==> config.mk <==
export PLATFORM = sky130hd
export DESIGN_NAME = mdio_generador
export DESIGN_NICKNAME = d
export VERILOG_FILES = /design/src/rtl/mdio_generador.sv
export SDC_FILE = /design/constraint.sdc
export NUM_CORES = 1
export LEC_CHECK = 0
export CAP_MARGIN = 25
export CORE_ASPECT_RATIO = 1.5
export CORE_MARGIN = 3
export CORE_UTILIZATION = 46
export CTS_BUF_LIST = sky130_fd_sc_hd__clkbuf_4 sky130_fd_sc_hd__clkbuf_8 sky130_fd_sc_hd__clkbuf_16
export DETAILED_ROUTE_END_ITERATION = 10
export PLACE_DENSITY_LB_ADDON = 0.05
export SETUP_SLACK_MARGIN = 0.4
export SYNTH_ARGS = -nofsm -noshare
export SYNTH_HDL_FRONTEND = slang
export SYNTH_SLANG_ARGS = --single-unit
==> constraint.sdc <==
create_clock -name CLK -period 6.3 [get_ports CLK]
set_input_delay 1.26 -clock CLK [delete_from_list [all_inputs] [get_ports CLK]]
set_output_delay 1.26 -clock CLK [all_outputs]
set_load 0.05 [all_outputs]
==> src/rtl/mdio_generador.sv <==
// mdio_generador: management-side MDIO transmitter.
// Accepts a 32-bit frame word, derives MDC from CLK, shifts the frame out
// MSB-first and, on reads, releases the line and captures 16 data bits.
module mdio_generador #(
  parameter int DIV_HALF = 2
) (
  input  logic        CLK,
  input  logic        RESET,
  input  logic        MDIO_START,
  input  logic [31:0] T_DATA,
  input  logic        MDIO_IN,
  output logic        MDC,
  output logic        MDIO_OUT,
  output logic        MDIO_OE,
  output logic        MDIO_DONE,
  output logic        DATA_RDY,
  output logic [15:0] RD_DATA
);

  typedef enum logic [1:0] {
    IDLE,
    SHIFT,
    DONE
  } state_t;

  localparam logic [3:0] DIV_LAST = 4'(DIV_HALF - 1);

  state_t      state;
  state_t      state_next;
  logic [3:0]  div_cnt;
  logic [4:0]  bit_cnt;
  logic [31:0] shift_reg;
  logic [15:0] capture;
  logic        is_read;
  logic        pending;
  logic        div_wrap;
  logic        last_fall;
  logic        req_valid;
  logic        next_oe;

  assign div_wrap  = (div_cnt == DIV_LAST);
  assign last_fall = div_wrap && MDC && (bit_cnt == 5'd31);
  assign req_valid = MDIO_START && (T_DATA[31:30] == 2'b01) &&
                     ((T_DATA[29:28] == 2'b01) || (T_DATA[29:28] == 2'b10));
  // Reads stop driving from bit 14 on; the bit about to start is bit_cnt+1.
  assign next_oe   = !is_read || (bit_cnt < 5'd13);

  // State register; reset aborts any frame without a completion pulse.
  always_ff @(posedge CLK or negedge RESET) begin
    if (!RESET) state <= IDLE;
    else        state <= state_next;
  end

  // Next-state decode plus the one-cycle completion strobes.
  always_comb begin
    state_next = state;
    MDIO_DONE  = 1'b0;
    DATA_RDY   = 1'b0;
    case (state)
      IDLE:  if (pending) state_next = SHIFT;
      SHIFT: if (last_fall) state_next = DONE;
      DONE: begin
        MDIO_DONE  = 1'b1;
        DATA_RDY   = is_read;
        state_next = IDLE;
      end
      default: state_next = IDLE;
    endcase
  end

  // Request latch, MDC divider, bit counter, serialiser and read capture.
  always_ff @(posedge CLK or negedge RESET) begin
    if (!RESET) begin
      MDC       <= 1'b0;
      MDIO_OUT  <= 1'b0;
      MDIO_OE   <= 1'b0;
      RD_DATA   <= 16'd0;
      div_cnt   <= 4'd0;
      bit_cnt   <= 5'd0;
      shift_reg <= 32'd0;
      capture   <= 16'd0;
      is_read   <= 1'b0;
      pending   <= 1'b0;
    end else begin
      case (state)
        IDLE: begin
          MDC      <= 1'b0;
          MDIO_OUT <= 1'b0;
          MDIO_OE  <= 1'b0;
          div_cnt  <= 4'd0;
          bit_cnt  <= 5'd0;
          if (pending) begin
            pending  <= 1'b0;
            MDIO_OE  <= 1'b1;
            MDIO_OUT <= shift_reg[31];
          end else if (req_valid) begin
            pending   <= 1'b1;
            shift_reg <= T_DATA;
            is_read   <= T_DATA[29];
            capture   <= 16'd0;
          end
        end
        SHIFT: begin
          if (div_wrap) begin
            div_cnt <= 4'd0;
            MDC     <= ~MDC;
            if (!MDC) begin
              if (is_read && (bit_cnt >= 5'd16))
                capture <= {capture[14:0], MDIO_IN};
            end else begin
              bit_cnt <= bit_cnt + 5'd1;
              if (bit_cnt == 5'd31) begin
                MDIO_OUT <= 1'b0;
                MDIO_OE  <= 1'b0;
                if (is_read) RD_DATA <= capture;
              end else begin
                shift_reg <= {shift_reg[30:0], 1'b0};
                MDIO_OE   <= next_oe;
                MDIO_OUT  <= next_oe & shift_reg[30];
              end
            end
          end else begin
            div_cnt <= div_cnt + 4'd1;
          end
        end
        DONE: begin
          MDC      <= 1'b0;
          MDIO_OUT <= 1'b0;
          MDIO_OE  <= 1'b0;
        end
        default: begin
          MDC      <= 1'b0;
          MDIO_OUT <= 1'b0;
          MDIO_OE  <= 1'b0;
        end
      endcase
    end
  end

endmodule

==> metrics.txt <==
total gr overflow 0; Post-DRT Antenna Nets 0; Area Growth Syn to Fin 23.7%; YS warnings 0; Max FO, Critical Path 24; Post-synth EDFFs 0; Max transition margin 0.509; H-tree depth 3; Worst-Margin Slew 737 ps; # fillers 638; Tcrit/Tclk final 0.571; Die ar. 8850 sq um; most common cell after layout, fill and taps aside dfrtp_1; final setup TNS 0 ps; vias in the first global route 2490; Tot GR Track Use 0.174; # setup viols final 0; CTS tree built; Final HPWL DP 4560 microns; type of the worst min-delay path reg -> reg; fmax 278 MHz; Hold-fix buffers, CTS 0; Routed WL per cell 16.7 microns; Buffers on Ports 56; RSZ-0062 raised after global routing no; top_reg_cell synth dfrtp_1; initial cell density of the core 0.483; Psw 205 uW; CP Data Required Time 5040 ps; nets 367; first-pass GRT wire length 12100 microns; Die Y 114 microns; Setup CP Type reg -> out; vias per inst 5.63; FF+latch count, synth 80; peak supply drop 0.000202 V; Layout Utilization 0.597; Mapped Area 3560 sq um; max FFs per register 32; clk root buf clkbuf_8; sequential area share after synthesis 0.563; Max-Cap Viols 0; Crit. End Element primary output; pin count of the biggest net entering global routing 81; Internal 770 uW; Pre-antenna DRT Iters 4; row count 38; routed wire length 7220 microns; worst hold slack 496 ps; clk slew on worst S/H paths 80 ps; Net Sw Frac 0.210; CTS Buf Count 9; max-slew violations 0; Sequential Power Share 0.526; Fin. Hold Viols 0; CTS Buffer Depth 2; CTS Sinks 80; FFs w/ async S/R, synth 1.00; Distinct cells, synth 47; Critical Path Start Type register; most frequent cells in the layout 80 x dfrtp_1, 55 x clkdlybuf4s50_1, 30 x o21a_1; status completed; Core Area 7370 sq um; Mean Syn Cell Area 13.0 sq um; Comb pwr share 0.038; via count 2433; pwr/cell area 222 nW/um^2; leak pwr 2.03 nW; share of layout cells above drive strength 1 0.133; diodes inserted 0; Detailed Route Iter0 Violations 102; Post-CTS Setup Inserts 0; Arrival @ worst endpoint 2330 ps; post-layout min period 3590 ps; top-level I/O count 57; Chip Width 77.8 microns; post-cts resize count 0; DRC viols 0; antenna violations before repair 0; Syn Nets 314; Synth Instances 274; post-route clock skew 12.1 ps; Clock Latency Late Sink 350 ps; clock power share 0.436; gpl congestion 0.785
-- cells by family (layout without fill, tap and decap cells) --
| family | count (synthesis) | after routing | synth area share |
|---|---|---|---|
| AOI/OAI and AO/OA | 105 | 105 | 0.235 |
| DFF | 80 | 80 | 0.563 |
| and+or+nand+nor | 43 | 43 | 0.0763 |
| buffers and inverters | 21 | 79 | 0.0362 |
| muxes | 19 | 19 | 0.0703 |
| adders and majority gates | 4 | 4 | 0.0141 |
| xor gates and xnor gates | 2 | 2 | 0.00493 |
-- path summary, 6_finish.rpt --
| path | from | slack [ps] | to | cells after the start |
|---|---|---|---|---|
| min in group asynchronous | RESET | 750 | shift_reg[21]$_DFFE_PN0P_ | 1 |
| worst min register to register | shift_reg[11]$_DFFE_PN0P_ | 500 | shift_reg[11]$_DFFE_PN0P_ | 1 |
| worst max-delay path | state[1]$_DFFE_PN0P_ | 2710 | DATA_RDY | 3 |
| worst min-delay path | shift_reg[11]$_DFFE_PN0P_ | 500 | shift_reg[11]$_DFFE_PN0P_ | 1 |
| worst max register to register | div_cnt[1]$_DFFE_PN0P_ | 3740 | shift_reg[26]$_DFFE_PN0P_ | 7 |
| max in group asynchronous | RESET | 4970 | RD_DATA[11]$_DFFE_PN0P_ | 2 |
-- area by class of cell --
| class | instances | area (sq um) | area share |
|---|---|---|---|
| timing repair buffer | 60 | 608 | 0.138 |
| inverter | 3 | 11.3 | 0.00256 |
| sequential | 80 | 2000 | 0.455 |
| clock inverter | 6 | 90.1 | 0.0205 |
| tap | 100 | 125 | 0.0284 |
| clock buffer | 10 | 138 | 0.0313 |
| multi-input combinational | 173 | 1430 | 0.324 |
-- metal layers --
| layer | up-vias | wire length [microns] | global-route usage |
|---|---|---|---|
| met3 | 10 | 297 | 0.0395 |
| met2 | 46 | 3470 | 0.271 |
| li1 | 1151 | - | - |
| met1 | 1226 | 3300 | 0.231 |
| met4 | 0 | 140 | 0.0819 |
| met5 | - | 0 | 0 |
-- power groups by stage --
stage	Sequential, mW	Combinational [mW]	Clock (mW)
global placement	0.523	0.0356	0
floorplan	0.523	0.00235	0
finish	0.513	0.0367	0.426
detailed placement	0.523	0.0352	0
global route	0.513	0.0401	0.459
CTS	0.513	0.0355	0.437
-- worst max-delay path, stage by stage (launching register included) --
cell,delay [ps]
dfrtp_1,800
nor2b_1,250
and2_1,150
clkdlybuf4s50_1,790
-- synthesized netlist by cell type, drive strengths merged, types with 2 or more instances --
cell / instances / area, sq um
a21o: 3 / 22.5
a21oi: 4 / 20.0
a22o: 23 / 201
a31oi: 2 / 12.5
and2: 2 / 15.0
and3: 2 / 12.5
buf: 12 / 95.1
clkbuf: 6 / 22.5
dfrtp: 80 / 2000
ha: 4 / 50.1
inv: 3 / 11.3
mux2: 18 / 240
nand2: 9 / 36.3
nand2b: 2 / 12.5
nand3: 5 / 25.0
nand3b: 2 / 15.0
nand4: 3 / 33.8
nor2: 7 / 26.3
nor2b: 2 / 12.5
nor3: 2 / 10.0
o211ai: 2 / 15.0
o21a: 30 / 225
o21ai: 4 / 20.0
o22a: 29 / 254
or4: 2 / 15.0
-- stage by stage --
step | power [mW] | instance area (sq um) | setup slack (ps) | cells
2_1_floorplan | 0.526 | 3560 | 3080 | 274
3_3_place_gp | 0.559 | 4140 | 3120 | 414
3_5_place_dp | 0.558 | 4150 | 3090 | 415
4_1_cts | 0.985 | 4370 | 2690 | 431
5_1_grt | 1.01 | 4400 | 2530 | 432
6_report | 0.975 | 4400 | 2710 | 432
Note: power is estimated with default switching activity, not from simulation.
